File: src/rtl/phone_cmd_pkg.sv
// Shared constants and types for the phone command receiver.
package phone_cmd_pkg;

    localparam int unsigned MAX_LEN = 4;

    localparam logic [7:0] SYNC_BYTE = 8'hA5;
    localparam logic [7:0] ACK_BYTE  = 8'h06;
    localparam logic [7:0] NAK_BYTE  = 8'h15;

    typedef enum logic [7:0] {
        CMD_SET_HR     = 8'h01,
        CMD_SET_ASSIST = 8'h02,
        CMD_SET_LIGHTS = 8'h03,
        CMD_PING       = 8'h04
    } cmd_e;

    typedef enum logic [2:0] {
        S_HUNT,
        S_CMD,
        S_LEN,
        S_PAYLOAD,
        S_CHK,
        S_EXEC,
        S_RESP
    } state_e;

    typedef logic [MAX_LEN-1:0][7:0] payload_t;

endpackage

File: src/rtl/phone_cmd_rx_if.sv
// Byte stream in from the UART receiver and ACK/NAK handshake out to the TX arbiter.
interface phone_cmd_rx_if;
    logic       received;
    logic [7:0] rx_byte;
    logic       resp_valid;
    logic [7:0] resp_byte;
    logic       resp_ready;

    modport master (
        input  received,
        input  rx_byte,
        input  resp_ready,
        output resp_valid,
        output resp_byte
    );

    modport slave (
        output received,
        output rx_byte,
        output resp_ready,
        input  resp_valid,
        input  resp_byte
    );
endinterface

File: src/rtl/timeout_counter.sv
// Inter-byte watchdog: counts enabled idle cycles, flags the terminal count.
module timeout_counter #(
    parameter int unsigned TERMINAL = 5_000_000
) (
    input  logic clk,
    input  logic reset,
    input  logic clear,
    input  logic enable,
    output logic expired
);
    localparam int unsigned CW = (TERMINAL > 2) ? $clog2(TERMINAL) : 1;

    logic [CW-1:0] count;

    assign expired = enable && (count == CW'(TERMINAL - 1));

    always_ff @(posedge clk) begin
        if (reset || clear || !enable) begin
            count <= '0;
        end else if (!expired) begin
            count <= count + CW'(1);
        end
    end
endmodule

File: src/rtl/phone_cmd_rx.sv
// Frames and validates inbound phone commands, applies rider settings and
// returns a one-byte ACK/NAK through a valid/ready handshake.
module phone_cmd_rx
    import phone_cmd_pkg::*;
#(
    parameter int unsigned TIMEOUT_CYC = 5_000_000,
    parameter int unsigned HR_MIN      = 60,
    parameter int unsigned HR_MAX      = 220,
    parameter int unsigned HR_DEFAULT  = 200
) (
    input  logic                 c50M,
    input  logic                 reset,
    phone_cmd_rx_if.master       link,
    output logic [7:0]           heart_cap,
    output logic [2:0]           assist_level,
    output logic [3:0]           light_mask,
    output logic                 cmd_strobe,
    output logic [7:0]           err_count
);
    state_e     state_q, state_d;
    logic [7:0] cmd_q, cmd_d;
    logic [2:0] len_q, len_d;
    logic [1:0] idx_q, idx_d;
    payload_t   payload_q, payload_d;
    logic [7:0] xor_q, xor_d;
    logic       chk_ok_q, chk_ok_d;
    logic [7:0] heart_d;
    logic [2:0] assist_d;
    logic [3:0] light_d;
    logic       strobe_d;
    logic       resp_valid_q, resp_valid_d;
    logic [7:0] resp_byte_q, resp_byte_d;
    logic [7:0] err_d;
    logic       err_inc;
    logic       frame_ok;
    logic       timer_run;
    logic       expired;
    logic [7:0] value;

    assign link.resp_valid = resp_valid_q;
    assign link.resp_byte  = resp_byte_q;

    assign timer_run = state_q inside {S_CMD, S_LEN, S_PAYLOAD, S_CHK};

    timeout_counter #(.TERMINAL(TIMEOUT_CYC)) u_timeout (
        .clk     (c50M),
        .reset   (reset),
        .clear   (link.received),
        .enable  (timer_run),
        .expired (expired)
    );

    // Single-byte commands carry their value in the last payload slot.
    assign value = payload_q[2'(len_q - 3'd1)];

    always_comb begin
        frame_ok = 1'b0;
        case (cmd_q)
            CMD_SET_HR:     frame_ok = (len_q == 3'd1) && (value >= 8'(HR_MIN)) && (value <= 8'(HR_MAX));
            CMD_SET_ASSIST: frame_ok = (len_q == 3'd1) && (value <= 8'd7);
            CMD_SET_LIGHTS: frame_ok = (len_q == 3'd1) && (value[7:4] == 4'h0);
            CMD_PING:       frame_ok = (len_q == 3'd0);
            default:        frame_ok = 1'b0;
        endcase
        frame_ok = frame_ok && chk_ok_q;
    end

    // Next-state and next-register logic; timeout expiry overrides any byte.
    always_comb begin
        state_d      = state_q;
        cmd_d        = cmd_q;
        len_d        = len_q;
        idx_d        = idx_q;
        payload_d    = payload_q;
        xor_d        = xor_q;
        chk_ok_d     = chk_ok_q;
        heart_d      = heart_cap;
        assist_d     = assist_level;
        light_d      = light_mask;
        strobe_d     = 1'b0;
        resp_valid_d = resp_valid_q;
        resp_byte_d  = resp_byte_q;
        err_inc      = 1'b0;

        if (expired) begin
            state_d = S_HUNT;
            err_inc = 1'b1;
        end else begin
            case (state_q)
                S_HUNT: begin
                    if (link.received && (link.rx_byte == SYNC_BYTE)) begin
                        state_d = S_CMD;
                        xor_d   = 8'h00;
                    end
                end
                S_CMD: begin
                    if (link.received) begin
                        cmd_d   = link.rx_byte;
                        xor_d   = xor_q ^ link.rx_byte;
                        state_d = S_LEN;
                    end
                end
                S_LEN: begin
                    if (link.received) begin
                        if (link.rx_byte > 8'(MAX_LEN)) begin
                            err_inc = 1'b1;
                            state_d = S_HUNT;
                        end else begin
                            len_d   = link.rx_byte[2:0];
                            xor_d   = xor_q ^ link.rx_byte;
                            idx_d   = 2'd0;
                            state_d = (link.rx_byte == 8'h00) ? S_CHK : S_PAYLOAD;
                        end
                    end
                end
                S_PAYLOAD: begin
                    if (link.received) begin
                        payload_d[idx_q] = link.rx_byte;
                        xor_d            = xor_q ^ link.rx_byte;
                        idx_d            = idx_q + 2'd1;
                        if (({1'b0, idx_q} + 3'd1) == len_q) begin
                            state_d = S_CHK;
                        end
                    end
                end
                S_CHK: begin
                    if (link.received) begin
                        chk_ok_d = (link.rx_byte == xor_q);
                        state_d  = S_EXEC;
                    end
                end
                S_EXEC: begin
                    resp_valid_d = 1'b1;
                    state_d      = S_RESP;
                    if (frame_ok) begin
                        strobe_d    = 1'b1;
                        resp_byte_d = ACK_BYTE;
                        case (cmd_q)
                            CMD_SET_HR:     heart_d  = value;
                            CMD_SET_ASSIST: assist_d = value[2:0];
                            CMD_SET_LIGHTS: light_d  = value[3:0];
                            default:        ;
                        endcase
                    end else begin
                        err_inc     = 1'b1;
                        resp_byte_d = NAK_BYTE;
                    end
                end
                S_RESP: begin
                    if (link.resp_ready) begin
                        resp_valid_d = 1'b0;
                        state_d      = S_HUNT;
                    end
                end
                default: state_d = S_HUNT;
            endcase
        end

        err_d = (err_inc && (err_count != 8'hFF)) ? err_count + 8'd1 : err_count;
    end

    always_ff @(posedge c50M) begin
        if (reset) begin
            state_q      <= S_HUNT;
            cmd_q        <= 8'h00;
            len_q        <= 3'd0;
            idx_q        <= 2'd0;
            payload_q    <= '0;
            xor_q        <= 8'h00;
            chk_ok_q     <= 1'b0;
            heart_cap    <= 8'(HR_DEFAULT);
            assist_level <= 3'd0;
            light_mask   <= 4'h0;
            cmd_strobe   <= 1'b0;
            resp_valid_q <= 1'b0;
            resp_byte_q  <= 8'h00;
            err_count    <= 8'h00;
        end else begin
            state_q      <= state_d;
            cmd_q        <= cmd_d;
            len_q        <= len_d;
            idx_q        <= idx_d;
            payload_q    <= payload_d;
            xor_q        <= xor_d;
            chk_ok_q     <= chk_ok_d;
            heart_cap    <= heart_d;
            assist_level <= assist_d;
            light_mask   <= light_d;
            cmd_strobe   <= strobe_d;
            resp_valid_q <= resp_valid_d;
            resp_byte_q  <= resp_byte_d;
            err_count    <= err_d;
        end
    end
endmodule

File: src/flat_wrapper.sv
// flat-port wrapper written by rule: the top's interface ports become plain ports
module phone_cmd_rx_flat import phone_cmd_pkg::*;
#(
    parameter int unsigned TIMEOUT_CYC = 5_000_000,
    parameter int unsigned HR_MIN      = 60,
    parameter int unsigned HR_MAX      = 220,
    parameter int unsigned HR_DEFAULT  = 200
)
  (c50M, reset, heart_cap, assist_level, light_mask, cmd_strobe, err_count, link_received, link_rx_byte, link_resp_ready, link_resp_valid, link_resp_byte);
  phone_cmd_rx_if link_i ();
  input  logic c50M;
  input  logic reset;
  output logic [7:0] heart_cap;
  output logic [2:0] assist_level;
  output logic [3:0] light_mask;
  output logic cmd_strobe;
  output logic [7:0] err_count;
  input wire logic [$bits(link_i.received)-1:0] link_received;
  input wire logic [$bits(link_i.rx_byte)-1:0] link_rx_byte;
  input wire logic [$bits(link_i.resp_ready)-1:0] link_resp_ready;
  output wire logic [$bits(link_i.resp_valid)-1:0] link_resp_valid;
  output wire logic [$bits(link_i.resp_byte)-1:0] link_resp_byte;
  assign link_i.received = link_received;
  assign link_i.rx_byte = link_rx_byte;
  assign link_i.resp_ready = link_resp_ready;
  assign link_resp_valid = link_i.resp_valid;
  assign link_resp_byte = link_i.resp_byte;
  phone_cmd_rx #(.TIMEOUT_CYC(TIMEOUT_CYC), .HR_MIN(HR_MIN), .HR_MAX(HR_MAX), .HR_DEFAULT(HR_DEFAULT)) u_core (.c50M(c50M), .reset(reset), .link(link_i), .heart_cap(heart_cap), .assist_level(assist_level), .light_mask(light_mask), .cmd_strobe(cmd_strobe), .err_count(err_count));
endmodule
File: config.mk
export PLATFORM = sky130hd
export DESIGN_NAME = phone_cmd_rx_flat
export DESIGN_NICKNAME = d
export VERILOG_FILES = /design/src/rtl/phone_cmd_pkg.sv /design/src/rtl/phone_cmd_rx_if.sv /design/src/rtl/timeout_counter.sv /design/src/rtl/phone_cmd_rx.sv /design/src/flat_wrapper.sv
export SDC_FILE = /design/constraint.sdc
export NUM_CORES = 1
export LEC_CHECK = 0
export ABC_AREA = 1
export CORE_ASPECT_RATIO = 0.7
export CORE_MARGIN = 2
export CORE_UTILIZATION = 35
export CTS_BUF_LIST = sky130_fd_sc_hd__clkbuf_8
export DETAILED_ROUTE_END_ITERATION = 7
export PLACE_DENSITY = 0.62
export SKIP_LAST_GASP = 1
export SLEW_MARGIN = 20
export SYNTH_ARGS = -nofsm -noshare
export SYNTH_HDL_FRONTEND = slang
export SYNTH_SLANG_ARGS = --single-unit
File: constraint.sdc
create_clock -name c50M -period 2.47 [get_ports c50M]
set_clock_uncertainty 0.15 [all_clocks]
set_input_delay 0.247 -clock c50M [delete_from_list [all_inputs] [get_ports c50M]]
set_output_delay 0.247 -clock c50M [all_outputs]
set_load 0.01 [all_outputs]
==> flow_metrics.py, run 1 <==
metrics = {
    "hold_path": {
        "min_delay_worst_endpoint": "u_core.u_timeout.count[7]$_SDFFE_PP0N_",
        "holdPathStages": 5,
        "hold_path.class": "in2reg",
        "min_from": "reset",
    },
    "finish": {
        "insertedDiodeCount": 0,
        "final_common_cell": "nand2_1",
        "layout-drive-gt1-share": 0.114,
        "final_nets": 790,
        "final_cell_mix": "nand2_1 (140), dfxtp_1 (107), a21oi_1 (92)",
        "area_growth_pct": 18.2,
    },
    "place": {
        "gp_congestion": 0.888,
        "dpl.hpwl_um": 9910,
        "io_buffers": 40,
    },
    "power": {
        "power_density_mw_per_mm2": 500,
        "cellLeakagePower_nw": 2.18,
        "peakVddDrop_uv": 222,
    },
    "critical_path": {
        "rr_endpoint": "u_core.err_count[0]$_SDFFE_PP0P_",
        "crit_top_cell": "nand2_1",
        "worstSetupPathType": "reg2reg",
        "critPathLaunch": "u_core.len_q[0]$_SDFFE_PP0P_",
        "required_ns": 2.61,
        "path_cells": "inv_8 -> ha_4 -> buf_4 -> nand3_1 -> nand2_1 -> nor2_1 -> nand2_1 -> a21oi_1 -> nand2_1 -> nand2_2 -> nand2_1 -> nand2_1 -> nand2_2 -> buf_4 -> a21oi_1 -> nor2_1",
        "regToRegSetupSlack_ns": 0.23,
        "reg2reg_depth": 16,
        "critPathSlowestCell": "dfxtp_4",
        "r2r_start": "u_core.len_q[0]$_SDFFE_PP0P_",
        "arrival_ns": 2.38,
        "critPathBufInv": 3,
        "slowest_delay_ns": 0.39,
        "cp-end-kind": "flip-flop",
        "path_delay_family": "simple AND/OR/NAND/NOR gates",
        "cp_max_fo": 6,
        "start_kind": "flip-flop",
    },
    "timing": {
        "tightest_slew_ns": 0.546,
        "grt_setup_unrepaired": "false",
        "slew_violations": 0,
        "hold_viol": 0,
        "setup_violations": 0,
        "setup_tns_ns": 0,
        "max_freq_ghz": 0.446,
        "period_share": 0.908,
        "period_minus_slack_ns": 2.24,
        "relSlewSlack": 0.636,
        "whs_ns": 0.174,
    },
    "synthesis": {
        "syn_area_mm2": 0.00521,
        "yosysTopAreaCellShare": 0.415,
        "yosys_register_bits": 108,
        "synth_cell_types": 43,
        "yosysWarnings": 0,
        "netlist_instances": 718,
        "synth_top_cells_by_area": "dfxtp_1 (41%), nand2_1 (10%), a21oi_1 (8.9%)",
        "avgSynthCellArea_um2": 7.26,
        "synth_top_area_cell": "dfxtp_1",
        "ys_seq_area_frac": 0.415,
    },
    "drt": {
        "drt_iter0_markers": 464,
        "wirelength_um": 13500,
        "antenna_left": 0,
        "drc": 0,
        "vias_per_cell": 4.90,
        "drt_pre_antenna_iters": 5,
        "routedWlPerCell_um": 13.9,
        "via_count": 4749,
    },
    "global_route": {
        "grt_max_degree": 49,
        "antenna_found_initial": 0,
        "grt_pass1_wl_um": 22000,
        "grt.overflow.total": 0,
        "grt_pass1_vias": 4096,
        "grt_usage": 0.176,
    },
    "floorplan": {
        "io_pins": 45,
        "rows": 37,
        "core_mm2": 0.0146,
        "die_h_um": 106,
        "initial_core_util": 0.356,
        "dieWidth_um": 150,
        "dieArea_mm2": 0.0159,
    },
    "clock_tree": {
        "cts_sinks": 108,
        "insertion_delay_ns": 0.38,
        "cts_tree": "done",
        "cts_max_level": 3,
        "clkTransAtPathRegs_ns": 0.10,
        "cts-root-buf": "clkbuf_8",
        "max-clock-path-buffers": 2,
        "cts_buffers": 9,
    },
    "run": {
        "maxCapViolations": 0,
    },
    "outcome": {
        "status": "finished, final reports clean",
    },
}
## area by class of cell
cell class,count,area (um^2)
Sequential cell,108,2170
Multi-Input combinational cell,514,2640
Clock buffer,9,124
Timing Repair Buffer,75,674
Tap cell,195,244
Clock inverter,6,65.1
Inverter,62,240
Fill cell,1569,8470
## metrics by stage
stage | setup slack (ns) | cells | util | power [mW] | instance area (um^2)
5_1_grt | 0.00676 | 969 | 0.421 | 3.21 | 6160
4_1_cts | 0.0117 | 968 | 0.418 | 3.11 | 6110
3_5_place_dp | 0.0344 | 953 | 0.405 | 2.04 | 5920
6_report | 0.227 | 969 | 0.421 | 3.08 | 6160
3_3_place_gp | 0.0741 | 953 | 0.405 | 2.04 | 5920
2_1_floorplan | 0.00598 | 721 | - | 1.96 | 5220
## worst max-delay path by stage
| stage | cells after the start | end | slack (ns) |
|---|---|---|---|
| 2_1_floorplan | 20 | u_core.err_count[0]$_SDFFE_PP0P_ | 0.006 |
| 3_3_place_gp | 15 | u_core.err_count[2]$_SDFFE_PP0P_ | 0.07 |
| 3_5_place_dp | 16 | u_core.err_count[0]$_SDFFE_PP0P_ | 0.03 |
| 4_1_cts | 16 | u_core.err_count[4]$_SDFFE_PP0P_ | 0.01 |
| 5_1_grt | 16 | u_core.err_count[0]$_SDFFE_PP0P_ | 0.007 |
| 6_report | 16 | u_core.err_count[0]$_SDFFE_PP0P_ | 0.23 |
## where the power goes
| group | internal (mW) | switching [mW] | leakage (nW) |
|---|---|---|---|
| clock network | 0.463 | 0.613 | 0.0891 |
| logic | 0.0787 | 0.155 | 1.22 |
| registers | 1.76 | 0.0113 | 0.871 |
| total | 2.30 | 0.779 | 2.18 |
## cell usage after synthesis (all sizes together)
library cell / count
nand3: 70
o211ai: 4
o21a: 3
inv: 62
nand2: 152
nand4: 13
xor2: 8
conb: 1
dfxtp: 108
buf: 16
a31oi: 1
a21oi: 93
nor3b: 2
nor4: 4
nor2: 76
a22oi: 1
and2: 1
or2: 2
clkbuf: 21
o31ai: 2
o2111ai: 1
nor3: 19
xnor2: 9
o21ai: 40
ha: 8
o211a: 1
## routing by layer
layer	wire [um]	global-route usage	vias to the layer above
met5	0	0	-
met2	4920	0.218	170
met4	123	0.0438	0
met3	1140	0.0395	11
met1	7280	0.291	2088
li1	-	-	2480
## what timing repair did
action,4_1_cts,5_1_grt
resized for setup,0,9
endpoints found under the setup margin,0,24
buffers inserted,0,1
hold buffers,0,0
## tightest hold or removal path, delay by kind of cell
| kind | cells | cell delay (ns) |
|---|---|---|
| buf+inv | 2 | 0.28 |
| simple gates | 3 | 0.14 |
## registers in the layout (all words and copies together), names as in the netlist, 4 cells and up
signal / count
u_core.u_timeout.count: 23
u_core.xor_q: 8
u_core.err_count: 8
u_core.cmd_q: 8
u_core.heart_cap: 8
u_core.payload_q: 32
u_core.light_mask: 4
## cell families (layout without fill, tap and decap cells)
group,count (synthesis),in the layout,synth area share
AO/OA/AOI/OAI,146,146,0.147
XOR/XNOR,17,17,0.0286
adder cells (fa/ha/maj),8,8,0.0192
buffers and inverters,99,152,0.0855
flip-flops,108,108,0.415
other,1,4,0.000720
AND/OR/NAND/NOR,339,339,0.304
(Power assumes the default switching activity.)
==> inputs of run 2 (changes only) <==
--- a/config.mk
+++ b/config.mk
@@ -6,10 +6,11 @@
 export NUM_CORES = 1
 export LEC_CHECK = 0
 export ABC_AREA = 1
+export CAP_MARGIN = 20
 export CORE_ASPECT_RATIO = 0.7
-export CORE_MARGIN = 2
 export CORE_UTILIZATION = 35
 export CTS_BUF_LIST = sky130_fd_sc_hd__clkbuf_8
+export CTS_CLUSTER_SIZE = 14
 export DETAILED_ROUTE_END_ITERATION = 7
 export PLACE_DENSITY = 0.62
 export SKIP_LAST_GASP = 1
==> flow_metrics.py, run 2 (synthesis gave the netlist of run 1 again) <==
metrics = {
    "outcome": {
        "status": "finished, final reports clean",
    },
    "timing": {
        "setup_violations": 0,
        "period_share": 0.907,
        "fin_ws_ns": 0.230,
        "slew_violations": 0,
        "tightest_slew_ns": 0.571,
        "max_freq_ghz": 0.447,
        "hold_viol": 0,
        "setup_tns_ns": 0,
        "relSlewSlack": 0.619,
        "grt_setup_unrepaired": "false",
        "period_minus_slack_ns": 2.24,
    },
    "floorplan": {
        "dieWidth_um": 148,
        "rows": 36,
        "die_h_um": 104,
        "core_mm2": 0.0142,
        "initial_core_util": 0.366,
        "io_pins": 45,
        "dieArea_mm2": 0.0154,
    },
    "critical_path": {
        "r2r_start": "u_core.len_q[0]$_SDFFE_PP0P_",
        "cp_max_fo": 6,
        "critPathSlowestCell": "dfxtp_4",
        "regToRegSetupSlack_ns": 0.23,
        "rr_endpoint": "u_core.err_count[0]$_SDFFE_PP0P_",
        "endpoint": "u_core.err_count[0]$_SDFFE_PP0P_",
        "worstSetupPathType": "reg2reg",
        "path_cells": "inv_8 -> ha_4 -> buf_4 -> nand3_1 -> nand2_2 -> nor2_2 -> nand2_1 -> a21oi_1 -> nand2_1 -> nand2_2 -> nand2_1 -> nand2_1 -> nand2_2 -> buf_4 -> a21oi_1 -> nor2_1",
        "critPathLaunch": "u_core.len_q[0]$_SDFFE_PP0P_",
        "cp-end-kind": "flip-flop",
        "start_kind": "flip-flop",
        "arrival_ns": 2.39,
        "crit_top_cell": "nand2_1",
        "required_ns": 2.62,
        "slowest_delay_ns": 0.40,
        "reg2reg_depth": 16,
    },
    "place": {
        "io_buffers": 40,
        "gp_congestion": 0.833,
        "pre_cts_slack_ns": 0.00602,
        "dpl.hpwl_um": 9740,
    },
    "drt": {
        "wl_met3_um": 1050,
        "routedWlPerCell_um": 13.9,
        "wl_met2_um": 4910,
        "wirelength_um": 13500,
        "antenna_left": 0,
        "drt_pre_antenna_iters": 4,
        "drt_iter0_markers": 359,
        "top_layer": "met4",
        "wl_met1_um": 7400,
        "vias_per_cell": 4.95,
        "via_count": 4785,
        "drc": 0,
    },
    "power": {
        "switchingPower_uw": 831,
        "clkPwrFrac": 0.344,
        "peakVddDrop_uv": 236,
        "cellLeakagePower_nw": 2.19,
        "total_power_mw": 3.05,
        "power_frac_comb": 0.077,
        "power_density_mw_per_mm2": 495,
        "power_frac_seq": 0.579,
        "internal-power_mw": 2.22,
        "p_sw_frac": 0.272,
    },
    "clock_tree": {
        "cts_tree": "done",
        "max-clock-path-buffers": 2,
        "cts_hold_buffers": 0,
        "cts_max_level": 3,
        "post_cts_buffers": 0,
        "cts_sinks": 108,
        "cts-root-buf": "clkbuf_8",
        "cts_buffers": 9,
        "clkTransAtPathRegs_ns": 0.11,
        "insertion_delay_ns": 0.39,
    },
    "hold_path": {
        "hold_path.class": "in2reg",
    },
    "finish": {
        "final_nets": 791,
        "layout-drive-gt1-share": 0.122,
        "largest_reg_flops": 32,
        "multi_input_area_mm2": 0.00266,
        "final.fill_count": 1507,
        "insertedDiodeCount": 0,
        "reg_top3": "u_core.payload_q (32), u_core.u_timeout.count (23)",
        "area_growth_pct": 18.3,
        "regMostFlops": "u_core.payload_q",
        "postLayoutCoreUtil": 0.433,
        "final_common_cell": "nand2_1",
        "seq_area_mm2": 0.00217,
        "final_cell_mix": "nand2_1 (137), dfxtp_1 (107), a21oi_1 (92)",
    },
    "global_route": {
        "grt_max_degree": 49,
        "grt_usage": 0.184,
        "antenna_found_initial": 0,
        "grt.overflow.total": 0,
        "grt_pass1_wl_um": 22000,
        "grt_pass1_vias": 4053,
    },
    "run": {
        "maxCapViolations": 0,
    },
}
run 2: cell types whose count changed in the layout (fill, tap and decap cells not counted), sizes merged:
cell      previous run  this run
buf                 36        37
bufinv               1         0
clkinv               0         2
clkinvlp             3         1
inv                 64        66
run 2: power groups by stage:
| stage | Clock, mW | Combinational (mW) | Sequential (mW) |
|---|---|---|---|
| floorplan | 0 | 0.158 | 1.81 |
| global placement | 0 | 0.232 | 1.81 |
| detailed placement | 0 | 0.231 | 1.81 |
| CTS | 1.09 | 0.232 | 1.77 |
| global route | 1.15 | 0.262 | 1.77 |
| finish | 1.05 | 0.234 | 1.77 |
run 2: stage by stage:
step	instances	hold WS, ns	area, um^2
CTS	966	0.150	6120
global route	966	0.173	6160
global placement	950	0.288	5930
detailed placement	950	0.289	5930
floorplan	721	0.274	5220
finish	966	0.171	6160
run 2: metal layers:
metal  GRT usage  up-vias
met3      0.0496        9
met1       0.304     2149
li1            -     2472
met4      0.0442        0
met2       0.220      155
met5           0        -
run 2: worst min path at each step:
stage	startpoint	end	slack, ns	cells after the start
2_1_floorplan	u_core.cmd_q[7]$_SDFFE_PP0P_	u_core.cmd_q[7]$_SDFFE_PP0P_	0.27	2
3_3_place_gp	u_core.cmd_q[7]$_SDFFE_PP0P_	u_core.cmd_q[7]$_SDFFE_PP0P_	0.29	2
3_5_place_dp	u_core.cmd_q[7]$_SDFFE_PP0P_	u_core.cmd_q[7]$_SDFFE_PP0P_	0.29	2
4_1_cts	reset	u_core.u_timeout.count[7]$_SDFFE_PP0N_	0.15	5
5_1_grt	reset	u_core.u_timeout.count[7]$_SDFFE_PP0N_	0.17	5
6_report	reset	u_core.u_timeout.count[7]$_SDFFE_PP0N_	0.17	5
run 2: what timing repair did:
action | in CTS | in global routing
setup endpoints to repair | 1 | 26
pin swaps | 0 | 1
gates resized for setup | 1 | 13
run 2: layout make-up:
class / instances / area share
Multi-Input combinational cell: 514 / 0.431
Timing Repair Buffer: 76 / 0.111
Clock inverter: 7 / 0.00974
Clock buffer: 9 / 0.0201
Sequential cell: 108 / 0.351
Inverter: 62 / 0.0390
Tap cell: 190 / 0.0386
run 2: critical path, delay by kind of cell, from the launching register on:
kind | cells | cell delay [ns]
simple gates | 10 | 0.79
flops | 1 | 0.40
buf+inv | 3 | 0.34
fa+ha+maj | 1 | 0.24
compound gates | 2 | 0.24
